[src/rtl/apb_slave_mem.sv]
// apb_slave_mem: APB responder with a word-addressed register array and
// programmable wait states. Optional macro APB_SLVERR_EN drives pslverr
// for bad addresses; without it pslverr stays 0 and bad accesses are
// silently dropped (writes) or return 0 (reads).
module apb_slave_mem #(
  parameter int unsigned SLAVE_IDX   = 0,
  parameter logic [31:0] BASE_ADDR   = 32'h8000_0000,
  parameter int unsigned DEPTH       = 16,
  parameter int unsigned WAIT_STATES = 0
) (
  input  logic        hclk,
  input  logic        hreset,
  input  logic [2:0]  psel,
  input  logic        penable,
  input  logic        pwrite,
  input  logic [31:0] paddr,
  input  logic [31:0] pwdata,
  output logic [31:0] prdata,
  output logic        pready,
  output logic        pslverr
);

  localparam int unsigned AW = (DEPTH > 1) ? $clog2(DEPTH) : 1;
  localparam int unsigned CW = 4;
  localparam logic [CW-1:0] WS = CW'(WAIT_STATES);
`ifdef APB_SLVERR_EN
  localparam bit SLVERR_EN = 1'b1;
`else
  localparam bit SLVERR_EN = 1'b0;
`endif

  typedef enum logic {IDLE, ACCESS} state_t;

  state_t          state, state_nx;
  logic [CW-1:0]   cnt, cnt_nx;
  logic [AW-1:0]   lat_idx, lat_idx_nx;
  logic            lat_wr, lat_wr_nx;
  logic            lat_bad, lat_bad_nx;
  logic [31:0]     lat_wdata, lat_wdata_nx;
  logic [31:0]     prdata_nx;
  logic            pready_nx, pslverr_nx;
  logic            mem_we_c;
  logic [31:0]     mem [DEPTH];

  logic            sel_c;
  logic [31:0]     offset_c;
  logic [AW-1:0]   idx_c;
  logic            bad_c;

  // Address decode of the live bus (only meaningful in the setup cycle)
  assign sel_c    = psel[SLAVE_IDX];
  assign offset_c = paddr - BASE_ADDR;
  assign idx_c    = offset_c[AW+1:2];
  assign bad_c    = (offset_c >= 32'(DEPTH * 4)) || (paddr[1:0] != 2'b00);

  // Next-state, latch and registered-response logic
  always_comb begin
    state_nx     = state;
    cnt_nx       = cnt;
    lat_idx_nx   = lat_idx;
    lat_wr_nx    = lat_wr;
    lat_bad_nx   = lat_bad;
    lat_wdata_nx = lat_wdata;
    prdata_nx    = prdata;
    pready_nx    = pready;
    pslverr_nx   = pslverr;
    mem_we_c     = 1'b0;

    case (state)
      IDLE: begin
        prdata_nx  = '0;
        pready_nx  = 1'b0;
        pslverr_nx = 1'b0;
        cnt_nx     = '0;
        // penable without a preceding setup is ignored here
        if (sel_c && !penable) begin
          lat_idx_nx   = idx_c;
          lat_wr_nx    = pwrite;
          lat_bad_nx   = bad_c;
          lat_wdata_nx = pwdata;
          state_nx     = ACCESS;
          if (WS == '0) begin
            pready_nx  = 1'b1;
            pslverr_nx = SLVERR_EN && bad_c;
            prdata_nx  = (!pwrite && !bad_c) ? mem[idx_c] : '0;
          end else begin
            cnt_nx = WS;
          end
        end
      end

      ACCESS: begin
        if (!sel_c) begin
          // Abort: drop the transfer without committing anything
          state_nx   = IDLE;
          cnt_nx     = '0;
          prdata_nx  = '0;
          pready_nx  = 1'b0;
          pslverr_nx = 1'b0;
        end else if (penable) begin
          if (pready) begin
            mem_we_c   = lat_wr && !lat_bad;
            state_nx   = IDLE;
            prdata_nx  = '0;
            pready_nx  = 1'b0;
            pslverr_nx = 1'b0;
          end else begin
            cnt_nx = cnt - CW'(1);
            if (cnt == CW'(1)) begin
              pready_nx  = 1'b1;
              pslverr_nx = SLVERR_EN && lat_bad;
              prdata_nx  = (!lat_wr && !lat_bad) ? mem[lat_idx] : '0;
            end
          end
        end
      end

      default: state_nx = IDLE;
    endcase
  end

  // State, latched transfer and response registers
  always_ff @(posedge hclk or posedge hreset) begin
    if (hreset) begin
      state     <= IDLE;
      cnt       <= '0;
      lat_idx   <= '0;
      lat_wr    <= 1'b0;
      lat_bad   <= 1'b0;
      lat_wdata <= '0;
      prdata    <= '0;
      pready    <= 1'b0;
      pslverr   <= 1'b0;
    end else begin
      state     <= state_nx;
      cnt       <= cnt_nx;
      lat_idx   <= lat_idx_nx;
      lat_wr    <= lat_wr_nx;
      lat_bad   <= lat_bad_nx;
      lat_wdata <= lat_wdata_nx;
      prdata    <= prdata_nx;
      pready    <= pready_nx;
      pslverr   <= pslverr_nx;
    end
  end

  // Register array, cleared on reset, written at the completion edge
  always_ff @(posedge hclk or posedge hreset) begin
    if (hreset) begin
      for (int i = 0; i < int'(DEPTH); i++) mem[i] <= '0;
    end else if (mem_we_c) begin
      mem[lat_idx] <= lat_wdata;
    end
  end

endmodule

[config.mk]
export PLATFORM = sky130hd
export DESIGN_NAME = apb_slave_mem
export DESIGN_NICKNAME = d
export VERILOG_FILES = /design/src/rtl/apb_slave_mem.sv
export SDC_FILE = /design/constraint.sdc
export NUM_CORES = 1
export LEC_CHECK = 0
export ABC_CLOCK_PERIOD_IN_PS = 23800
export CORE_ASPECT_RATIO = 1.4
export CORE_UTILIZATION = 62
export DETAILED_ROUTE_END_ITERATION = 16
export PLACE_DENSITY_LB_ADDON = 0.1
export SYNTH_ARGS = -nofsm -noshare
export SYNTH_HDL_FRONTEND = slang
export SYNTH_SLANG_ARGS = --single-unit
[constraint.sdc]
create_clock -name hclk -period 23.8 [get_ports hclk]
set_input_delay 2.38 -clock hclk [delete_from_list [all_inputs] [get_ports hclk]]
set_output_delay 2.38 -clock hclk [all_outputs]
set_load 0.005 [all_outputs]
# Yosys cells after proc, flatten, opt, wreduce, memory -nomap -nowiden
# Cells that the tools add are included.
classes:
  div: 0
  magnitude_cmp: 4
  shift: 0
  addsub: 2
  bitwise: 3
  mux: 40
  eq_ne: 4
  multipliers: 0
  reduce_logical: 15
ops:
  columns: ["operator", "count"]
  rows:
  - ["512-bit bitwise mux", 1]
  - ["32-bit 2-to-1 mux", 12]
  - ["32-bit binary-select mux with 4-bit select", 2]
  - ["32-bit demux with 4-bit select", 1]
  - ["32-bit case mux with 2 select lines", 1]
  - ["32-bit by 7-bit greater-or-equal comparator with 1-bit output (second input constant)", 1]
  - ["32-bit subtractor (second input constant)", 1]
  - ["1-bit 2-to-1 mux", 16]
  - ["4-bit 2-to-1 mux", 3]
  - ["5-bit greater-or-equal comparator (second input constant)", 2]
  - ["4-bit NOT with 5-bit output", 2]
  - ["4-bit case mux with 2 select lines", 1]
  - ["3-bit != test (second input constant)", 2]
  - ["1-bit case mux with 2 select lines", 3]
  - ["2-bit AND reduction", 3]
  - ["1-bit logical AND", 5]
  - ["1-bit zero test", 5]
  - ["5-bit by 1-bit less-than comparator with 1-bit output (second input constant)", 1]
  - ["4-bit by 1-bit == test with 1-bit output (second input constant)", 1]
  - ["4-bit by 3-bit != test with 1-bit output (second input constant)", 1]
  - ["4-bit by 1-bit subtractor with 4-bit output (second input constant)", 1]
  - ["2-bit nonzero test", 1]
  - ["1-bit logical OR", 1]
  - ["1-bit NOT", 1]
word_totals:
  ramBits: 0
  output_inout_bits: 34
  inputBits: 71
  latchBits: 0
  mem_count: 0
  regBits: 589
  elab_cells: 93
  mem_bits_ro: 0

# Logic depth before layout (Yosys ltp)
# Gate-level depths: netlist of the first run.
depth:
  ltp_word: 10
  ltp_mapped: 9
  mapped_depth_nobuf: 7

# Least setup slack after synthesis of the first run
# No wires, ideal clock.
synth_path:
  kind: "in2reg"
  from: "in paddr[2]"
  to: "reg prdata[0]"
  setup_slack_ns: 19.579
  path_buffers: 3
  arrival_ns: 4.085
  stages: 7
  setup_ns: 0.136
  t_required_ns: 23.664
  cell_sequence: "clkbuf_1 -> buf_2 -> buf_2 -> mux4_2 -> mux2_2 -> o311ai_0 -> a21oi_1"
synth_via:
  elab_chain_len: 8
synth_rtl:
  columns: ["item", "line", "source"]
  rows:
  - ["start, declared", "16", "input logic [31:0] paddr,"]
  - ["32-bit subtractor *", "52", "assign offset_c = paddr - BASE_ADDR;"]
  - ["32-bit by 7-bit greater-or-equal comparator with 1-bit output or 4-bit NOT with 5-bit output (tied branches)", "54, 85", null]
  - ["1-bit logical OR or 32-bit binary-select mux with 4-bit select (tied branches)", "54, 85", null]
  - ["1-bit zero test or 32-bit 2-to-1 mux (tied branches)", "85", "prdata_nx = (!pwrite && !bad_c) ? mem[idx_c] : '0;"]
  - ["1-bit logical AND or 32-bit 2-to-1 mux (tied branches)", "85", null]
  - ["32-bit 2-to-1 mux *", "85", null]
  - ["32-bit 2-to-1 mux *", "76", "if (sel_c && !penable) begin"]
  - ["32-bit case mux with 2 select lines *", "69", "case (state)"]
  - ["end signal, assigned", "141", "prdata <= prdata_nx;"]
  - ["end, declared", "18", "output logic [31:0] prdata,"]
# Mark *: on every way between the ends. The rest lies on a longest branch, timed or not. The select of a mux whose other input is x is not followed.
# A chain may end at the register's enable or synchronous reset.

# Final worst setup path of the first run
layout_path:
  from: "in psel[0]"
  to: "reg mem[262] (netlist name)"
layout_via:
  elab_chain_len: 2
layout_rtl:
  columns: ["item", "line", "source"]
  rows:
  - ["start, declared", "13", "input logic [2:0] psel,"]
  - ["1-bit 2-to-1 mux", "93", "if (!sel_c) begin"]
  - ["1-bit 2-to-1 mux", "69", null]
  - ["end signal, assigned by index", "152", "mem[lat_idx] <= lat_wdata;"]
  - ["end, declared", "43", "logic [31:0] mem [DEPTH];"]
# No other way between the ends.

==> results.cfg, run 1 <==
[run_status]
status = finished, final reports clean

[layout]
antennaDiodeCount = 0
nets = 2008
layout_common_cells = dfrtp_1 (584), mux2_2 (476), mux4_2 (284)
drive_gt1_share_pct = 46.45
fill_cells = 3172
layout_commonest_cell = dfrtp_1
area_delta_synth_final_pct = 10.76
instances_no_fill = 2604
design_area_um2 = 33490

[sta]
max_freq_mhz = 181.3
final_hold_viol_count = 0
rsz0062_at_grt = false
worstMarginPinSlew_ns = 1.083
fin_worst_skew_ns = 0.01357
setup_tns_ns = 0
slew_headroom_pct = 27.79
finalCriticalPeriod_ns = 5.516
post-route-period-util_pct = 23.17
setup_viol = 0
maxSlewViolCount = 0

[yosys]
syn-num-nets = 1997
synthCells = 1924
async_reset_ff_share_pct = 100.0
ys_seq_area_share_pct = 48.67
yosys_warnings = 0
yosys_most_used_dff = dfrtp_1
synth_edf_count = 0
avgSynthCellArea_um2 = 15.71
yosysUniqueCellTypes = 40
synth_area_um2 = 30230
ys_seq_elements = 588

[floorplanning]
fp.coreArea_um2 = 48020
die-area_um2 = 49660
io_pins = 105
die_width_um = 188.6
die_y_um = 263.3
rows = 95
start_util_pct = 62.96

[grt]
grt_max_degree = 148
grt_use_total_pct = 32.69
grt_pass1_wl_mm = 120.4
top_usage_layer = met2
use_met2_pct = 52.78
grt_pass1_vias = 19650
met1_usage_pct = 44.78
grt-ovfl-total = 0
antenna_found_initial = 1
grt_util_met3_pct = 5.826

[pwr]
p_total_mw = 2.163
switchingPower_mw = 0.5625
power_frac_comb_pct = 8.5
p_sw_share_pct = 26.01
intPower_mw = 1.600
p_clk_share_pct = 41.1
p_leak_nw = 15.40
pwr-share-seq_pct = 50.4
peakVddDrop_mv = 0.05983
power_density_nw_per_um2 = 64.58

[clocking]
cts_hold_buf = 0
postCtsSetupRepairBufs = 0
clock_path_buffers = 3
clock_sinks = 588
cts_root_buffer = clkbuf_16
cts-resized-gates = 0
cts_buffers = 56
clkTransAtPathRegs_ns = 0.06
cts_tree = yes
htreeDepth = 2
clock_latency_ns = 0.61

[routing]
wl_mm = 77.62
antenna_left = 0
drc_errors = 0
drt-pass1-iter-count = 5
vias_per_cell = 7.039
vias = 18330
drt_iter0_markers = 1371
wl_per_cell_um = 29.81

[critical_path]
slowest_delay_ns = 0.81
critical-path-slowest-cell = nor2_4
cp-end-kind = register
crit_start = psel[0]
crit_fanout = 18
rr_startpoint = lat_idx[1]$_DFFE_PP0P_
crit_type = input pin to register
startpoint_type = input pin
worstPathArrival_ns = 6.01
critPathRequiredTime_ns = 24.29
crit_chain = clkdlybuf4s50_1 -> nand2_2 -> nor3_1 -> nand3_1 -> nor2_4 -> buf_4 -> mux2_2

[place]
place.gp.congestion = 0.7985
hpwl_mm = 42.28
port_buffers = 101
place_area_um2 = 31690
dp.cells = 2507

[hold_path]
hold_path.startpoint = mem[47]$_DFFE_PP0P_
hp-class = register to register

[job]
max_cap_viol_count = 0
## logic make-up (layout without fill, tap and decap cells)
| group | count (synthesis) | after routing | synth area share [%] |
|---|---|---|---|
| buffers and inverters | 191 | 241 | 2.702 |
| XOR/XNOR | 3 | 3 | 0.08692 |
| other | 1 | 1 | 0.01240 |
| multiplexers | 901 | 901 | 43.98 |
| adder cells (fa/ha/maj) | 2 | 2 | 0.08275 |
| AND/OR/NAND/NOR | 137 | 137 | 2.111 |
| AO/OA/AOI/OAI | 101 | 101 | 2.359 |
| flip-flops | 588 | 588 | 48.67 |
## metrics by stage
stage	utilization (%)	hold slack, ns	setup WS [ns]
after detailed placement	65.99	0.4972	17.66
after global placement	65.99	0.4854	17.73
final	69.73	0.5104	18.28
after floorplan	-	0.4705	4.965
after global routing	69.73	0.5245	18.13
after CTS	69.73	0.5113	18.33
## sequential cells by signal (all words and copies together) (netlist names)
name / cells
mem: 512
prdata: 32
cnt: 4
lat_wr: 1
lat_idx: 4
lat_bad: 1
pready: 1
lat_wdata: 32
state: 1
## worst max-delay path: cells and delay by family
family                 cells  cell delay [ns]
buffers and inverters      2             1.07
multiplexers               1             0.38
AND/OR/NAND/NOR            4             2.13
## synthesized netlist by cell type, types with 2 or more instances
cell type | number | area [um^2]
dfrtp_1 | 588 | 14710
mux2_2 | 476 | 5360
mux4_2 | 284 | 6396
mux2_1 | 103 | 1160
clkbuf_1 | 84 | 315.3
buf_2 | 77 | 385.4
nand2_1 | 47 | 176.4
nor2_1 | 46 | 172.7
mux2i_1 | 38 | 380.4
a21oi_1 | 32 | 160.2
o211ai_1 | 31 | 232.7
o311ai_0 | 29 | 254.0
buf_1 | 24 | 90.09
nand3_1 | 10 | 50.05
nor4_1 | 7 | 43.79
inv_1 | 5 | 18.77
nand2b_1 | 4 | 25.02
nor2b_1 | 4 | 25.02
nor3_1 | 4 | 20.02
nand4_1 | 3 | 18.77
nor4_2 | 3 | 37.54
ha_1 | 2 | 25.02
nor3_2 | 2 | 20.02
nor3b_1 | 2 | 15.01
o21a_1 | 2 | 15.01
o21ai_0 | 2 | 10.01
xor2_1 | 2 | 17.52
## final timing paths
kind | end | slack, ns | cells after the start
min in group asynchronous | mem[332]$_DFFE_PP0P_ | 2.32 | 2
min | mem[47]$_DFFE_PP0P_ | 0.51 | 1
max reg2reg | mem[38]$_DFFE_PP0P_ | 19.82 | 6
min reg2reg | mem[47]$_DFFE_PP0P_ | 0.51 | 1
max in group asynchronous | mem[33]$_DFFE_PP0P_ | 18.54 | 5
max | mem[262]$_DFFE_PP0P_ | 18.28 | 7
## power by group through the flow
stage | combinational [mW] | clock, mW | sequential (mW)
after CTS | 0.186 | 0.902 | 1.09
after floorplan | 0.169 | 0 | 1.05
after detailed placement | 0.186 | 0 | 1.11
final | 0.184 | 0.889 | 1.09
after global placement | 0.183 | 0 | 1.11
after global routing | 0.197 | 0.940 | 1.10
## per-layer routing
| layer | vias up | wire length, um |
|---|---|---|
| li1 | 7473 | - |
| met1 | 9925 | 31030 |
| met2 | 745 | 38150 |
| met3 | 185 | 5415 |
| met4 | 2 | 2998 |
| met5 | - | 13 |
## final cells by class
type	instances	area (um^2)	area share [%]
multi-input cells	1145	14840	44.32
flip-flops and latches	588	14730	43.98
clock buffers	79	1619	4.835
repair buffers	139	1306	3.901
well taps	630	788.3	2.354
clock inverters	18	178.9	0.5343
inverters	5	26.28	0.07846
(Power assumes the default switching activity.)
==> inputs of run 2 (changes only) <==
- ABC_CLOCK_PERIOD_IN_PS: 23800 -> 4450
- CORE_UTILIZATION: 62 -> 56
- clock period: 23.8 -> 4.45 ns (I/O delays scaled with it)
==> run 2 against run 1 <==
Effect of this change: sequential power rose to 5.3 times the previous value; register-to-register slack worse by 18 ns; critical path depth decreased by 2; clock skew up 0.0010 ns; total power rose to 5.5 times the previous value; non-clock buffer count grew 31; largest cell class unchanged.
==> results.cfg, run 2 (same netlist as run 1, synthesis figures left out) <==
[pwr]
p_total_mw = 11.97
intPower_mw = 8.867
power_density_nw_per_um2 = 350.6
p_sw_share_pct = 25.90
p_leak_nw = 15.67
peakVddDrop_mv = 0.3227
pwr-share-seq_pct = 48.3
power_frac_comb_pct = 9.0
switchingPower_mw = 3.099
p_clk_share_pct = 42.7

[grt]
grt_max_degree = 146
grt_util_met3_pct = 4.384
grt_pass1_vias = 19800
antenna_found_initial = 0
grt-ovfl-total = 0
met1_usage_pct = 41.43
grt_pass1_wl_mm = 124.2
use_met2_pct = 50.65
top_usage_layer = met2
grt_use_total_pct = 30.69

[floorplanning]
die-area_um2 = 54940
die_y_um = 276.9
die_width_um = 198.4
io_pins = 105
rows = 100
fp.coreArea_um2 = 53300
start_util_pct = 56.72

[critical_path]
worstPathArrival_ns = 3.45
cp_num_buf_inv = 1
critPathRequiredTime_ns = 4.94
reg2reg_to = prdata[24]$_DFFE_PP0P_
crit_end = prdata[24]$_DFFE_PP0P_
cp_num_cells = 5
cpMostUsedCell = mux4_2
crit_fanout = 43
startpoint_type = register
crit_chain = buf_4 -> mux4_2 -> mux4_2 -> nand2_1 -> a21oi_1
slowest_delay_ns = 1.00
crit_type = register to register
crit_family = multiplexers
critical-path-slowest-cell = dfrtp_4
crit_start = lat_idx[0]$_DFFE_PP0P_
reg2reg_setup_slack_ns = 1.49
cp-end-kind = register
rr_startpoint = lat_idx[0]$_DFFE_PP0P_
reg2reg_depth = 5

[routing]
vias = 18250
drt-pass1-iter-count = 7
wl_per_cell_um = 29.18
wl_mm = 79.65
vias_per_cell = 6.683
drt_iter0_markers = 1201
antenna_left = 0
drc_errors = 0

[place]
hpwl_mm = 45.74
port_buffers = 101
place.gp.congestion = 0.7981

[sta]
max_freq_mhz = 338.3
setup_viol = 0
maxSlewViolCount = 0
worstMarginPinSlew_ns = 1.212
finalCriticalPeriod_ns = 2.956
slew_headroom_pct = 19.19
rsz0062_at_grt = false
post-route-period-util_pct = 66.42
final_hold_viol_count = 0
fin_worst_skew_ns = 0.01457

[clocking]
postCtsSetupRepairBufs = 0
cts-resized-gates = 0
clock_sinks = 588
cts_root_buffer = clkbuf_16
htreeDepth = 2
cts_tree = yes
clkTransAtPathRegs_ns = 0.07
cts_buffers = 58
cts_hold_buf = 0
clock_path_buffers = 3
clock_latency_ns = 0.63

[run_status]
status = finished, final reports clean

[job]
max_cap_viol_count = 0

[layout]
largest_reg_flops = 512
regMostFlops = mem
post-route-util_pct = 64.04
layout_common_cells = dfrtp_1 (584), mux2_2 (476), mux4_2 (284)
reg_top3 = mem x512, lat_wdata x32, prdata x32
antennaDiodeCount = 0
area_delta_synth_final_pct = 12.90
fill_cells = 3972
layout_commonest_cell = dfrtp_1
nets = 2041
drive_gt1_share_pct = 47.67

[hold_path]
hp-class = input pin to asynchronous set/reset pin
[run 2: worst min-delay path by stage]
stage,start,to
5_1_grt,hreset,prdata[27]$_DFFE_PP0P_
6_report,hreset,mem[219]$_DFFE_PP0P_
2_1_floorplan,mem[375]$_DFFE_PP0P_,mem[375]$_DFFE_PP0P_
4_1_cts,hreset,mem[219]$_DFFE_PP0P_
3_3_place_gp,mem[127]$_DFFE_PP0P_,mem[127]$_DFFE_PP0P_
3_5_place_dp,mem[127]$_DFFE_PP0P_,mem[127]$_DFFE_PP0P_
[run 2: metal layers]
layer	vias to the layer above	routed length (um)
li1	7567	-
met1	9905	32290
met2	580	40110
met3	193	4131
met4	0	3119
met5	-	0
[run 2: cell type report]
| cell class | count | area [um^2] | area share, % |
|---|---|---|---|
| clock buffers | 80 | 1675 | 4.908 |
| clock inverters | 28 | 301.5 | 0.8834 |
| inverters | 5 | 22.52 | 0.06598 |
| multi-input cells | 1145 | 14830 | 43.44 |
| flip-flops and latches | 588 | 14730 | 43.14 |
| well taps | 714 | 893.4 | 2.617 |
| repair buffers | 170 | 1689 | 4.948 |
[run 2: through the flow]
step                      setup TNS [ns]  worst slack [ns]  area (um^2)  hold slack [ns]  std cells
after floorplan                 -2358.10            -4.010        30240           0.4705       1924
after global placement                 0             1.031        32160           0.4819       2622
after detailed placement               0             1.047        32160           0.4979       2622
after CTS                              0             1.461        34140           0.2969       2730
after global routing                   0             1.289        34140           0.3076       2730
final                                  0             1.494        34140           0.2872       2730
[run 2: power by group through the flow]
stage / logic [mW] / clock network [mW] / registers, mW
2_1_floorplan: 0.903 / 0 / 5.61
3_3_place_gp: 1.07 / 0 / 5.87
3_5_place_dp: 1.09 / 0 / 5.88
4_1_cts: 1.09 / 5.21 / 5.78
5_1_grt: 1.15 / 5.42 / 5.82
6_report: 1.07 / 5.11 / 5.78
==> inputs of run 3 (changes only) <==
- ABC_CLOCK_PERIOD_IN_PS: 4450 -> 3000
- CORE_UTILIZATION: 56 -> 62
- clock period: 4.45 -> 3 ns (I/O delays scaled with it)
==> run 3 against run 2 <==
Effect of this change: largest power group unchanged; combinational power up 55%; fmax up 17%; sequential share of layout area down 0.70 points; count of clock-buffer cells in the layout down 2; cell count down 2.0%; via count up 2.0%; first-iteration DRC count up 32%; register-to-register slack worse by 1.0 ns; clock skew up 0.012 ns; non-clock buffer count up 33; critical endpoint is now prdata[20]$_DFFE_PP0P_.
==> results.cfg, run 3 (same netlist as run 1, synthesis figures left out) <==
[place]
place.gp.congestion = 0.8003
place_ws_ns = 0.1512
place_area_um2 = 32620
dp.cells = 2570
hpwl_mm = 47.23
port_buffers = 101

[layout]
regMostFlops = mem
reg_top3 = mem x512, lat_wdata x32, prdata x32
largest_reg_flops = 512
drive_gt1_share_pct = 48.58
design_area_um2 = 34700
layout_commonest_cell = dfrtp_1
antennaDiodeCount = 0
fill_cells = 3078
nets = 2072
area_delta_synth_final_pct = 14.76
layout_common_cells = dfrtp_1 (584), mux2_2 (476), mux4_2 (284)
instances_no_fill = 2676

[routing]
top_layer_used = met4
drt-pass1-iter-count = 4
wl_per_cell_um = 29.53
met1Wirelength_mm = 31.34
antenna_left = 0
vias = 18610
wl_mm = 79.02
drt_iter0_markers = 1584
vias_per_cell = 6.955
met2_length_mm = 38.93
drc_errors = 0
routed-wl-met3_mm = 5.764

[critical_path]
crit_fanout = 26
startpoint_type = register
reg2reg_to = prdata[20]$_DFFE_PP0P_
reg2reg_depth = 5
rr_startpoint = lat_idx[0]$_DFFE_PP0P_
crit_end = prdata[20]$_DFFE_PP0P_
cp-end-kind = register
critPathRequiredTime_ns = 3.48
reg2reg_setup_slack_ns = 0.47
crit_start = lat_idx[0]$_DFFE_PP0P_
worstPathArrival_ns = 3.01
crit_type = register to register

[clocking]
cts_tree = yes
cts_hold_buf = 1
clock_path_buffers = 3
clock_latency_ns = 0.63
postCtsSetupRepairBufs = 0
cts_buffers = 56
clkTransAtPathRegs_ns = 0.06
cts-resized-gates = 0
clock_sinks = 588
cts_root_buffer = clkbuf_16
htreeDepth = 2

[pwr]
p_leak_nw = 15.96
peakVddDrop_mv = 0.4873
power_density_nw_per_um2 = 521.9

[floorplanning]
die-area_um2 = 49660
die_y_um = 263.3
fp.coreArea_um2 = 48020
start_util_pct = 62.96
rows = 95
io_pins = 105
die_width_um = 188.6

[grt]
grt_pass1_vias = 20380
grt_pass1_wl_mm = 124.3
grt-ovfl-total = 0
antenna_found_initial = 0
grt_use_total_pct = 33.66
grt_max_degree = 145

[run_status]
status = finished, final reports clean

[sta]
fin_worst_skew_ns = 0.02689
finalCriticalPeriod_ns = 2.531
setup_ws_ns = 0.4690
max_freq_mhz = 395.1
setup_tns_ns = 0
slew_headroom_pct = 45.25
setup_viol = 0
rsz0062_at_grt = false
maxSlewViolCount = 0
final_hold_viol_count = 0
worstMarginPinSlew_ns = 0.8193
post-route-period-util_pct = 84.37

[job]
max_cap_viol_count = 0

[hold_path]
hp-class = input pin to register
-- run 3: cell count changes in the layout (fill, tap and decap cells not counted) --
cell | before | now
buf_12 | 13 | 39
buf_4 | 57 | 63
bufinv_16 | 6 | 9
clkbuf_1 | 9 | 5
clkbuf_16 | 59 | 58
clkbuf_8 | 13 | 16
clkinv_2 | 18 | 10
clkinv_4 | 0 | 1
clkinv_8 | 0 | 1
clkinvlp_4 | 4 | 6
dlygate4sd3_1 | 0 | 1
-- run 3: area by class of cell --
cell class	instances	area (um^2)	share of cell area [%]
Sequential cell	588	14730	42.44
Inverter	5	22.52	0.06491
Clock inverter	27	391.6	1.129
Multi-Input combinational cell	1145	14830	42.73
Tap cell	630	788.3	2.272
Clock buffer	78	1677	4.832
Timing Repair Buffer	203	2265	6.527
-- run 3: worst min path at each step --
stage,startpoint,to,slack [ns],cells after the start
global placement,mem[60]$_DFFE_PP0P_,mem[60]$_DFFE_PP0P_,0.49,1
detailed placement,mem[408]$_DFFE_PP0P_,mem[408]$_DFFE_PP0P_,0.50,1
finish,pwdata[18],lat_wdata[18]$_DFFE_PP0P_,0.28,2
CTS,pwdata[18],lat_wdata[18]$_DFFE_PP0P_,0.26,2
floorplan,psel[0],state$_DFF_PP0_,0.42,1
global route,pwdata[26],lat_wdata[26]$_DFFE_PP0P_,0.27,2
-- run 3: power by group --
| group | total, mW | switching (mW) | internal (mW) |
|---|---|---|---|
| sequential | 8.58 | 0.536 | 8.05 |
| clock | 7.87 | 3.19 | 4.68 |
| combinational | 1.66 | 0.900 | 0.759 |
| total | 18.1 | 4.62 | 13.5 |
-- run 3: critical path, cell delays in order, from the launching register on --
cell and delay (ns):
dfrtp_4 0.85, buf_12 0.31, mux4_2 0.58, mux4_2 0.48
nand2_1 0.08, a21oi_1 0.07
-- run 3: routing by layer --
layer | GRT usage [%] | vias to the layer above
li1 | - | 7641
met1 | 46.44 | 10030
met2 | 53.88 | 732
met3 | 6.332 | 213
met4 | 12.31 | 0
met5 | 0 | -
-- run 3: metrics by stage --
step                      total power, mW  util, %  hold slack (ns)
after floorplan                     9.663        -           0.4221
after global placement              10.35    67.93           0.4862
after detailed placement            10.40    67.93           0.4967
after CTS                           18.23    72.25           0.2644
after global routing                18.69    72.25           0.2720
final                               18.11    72.25           0.2818
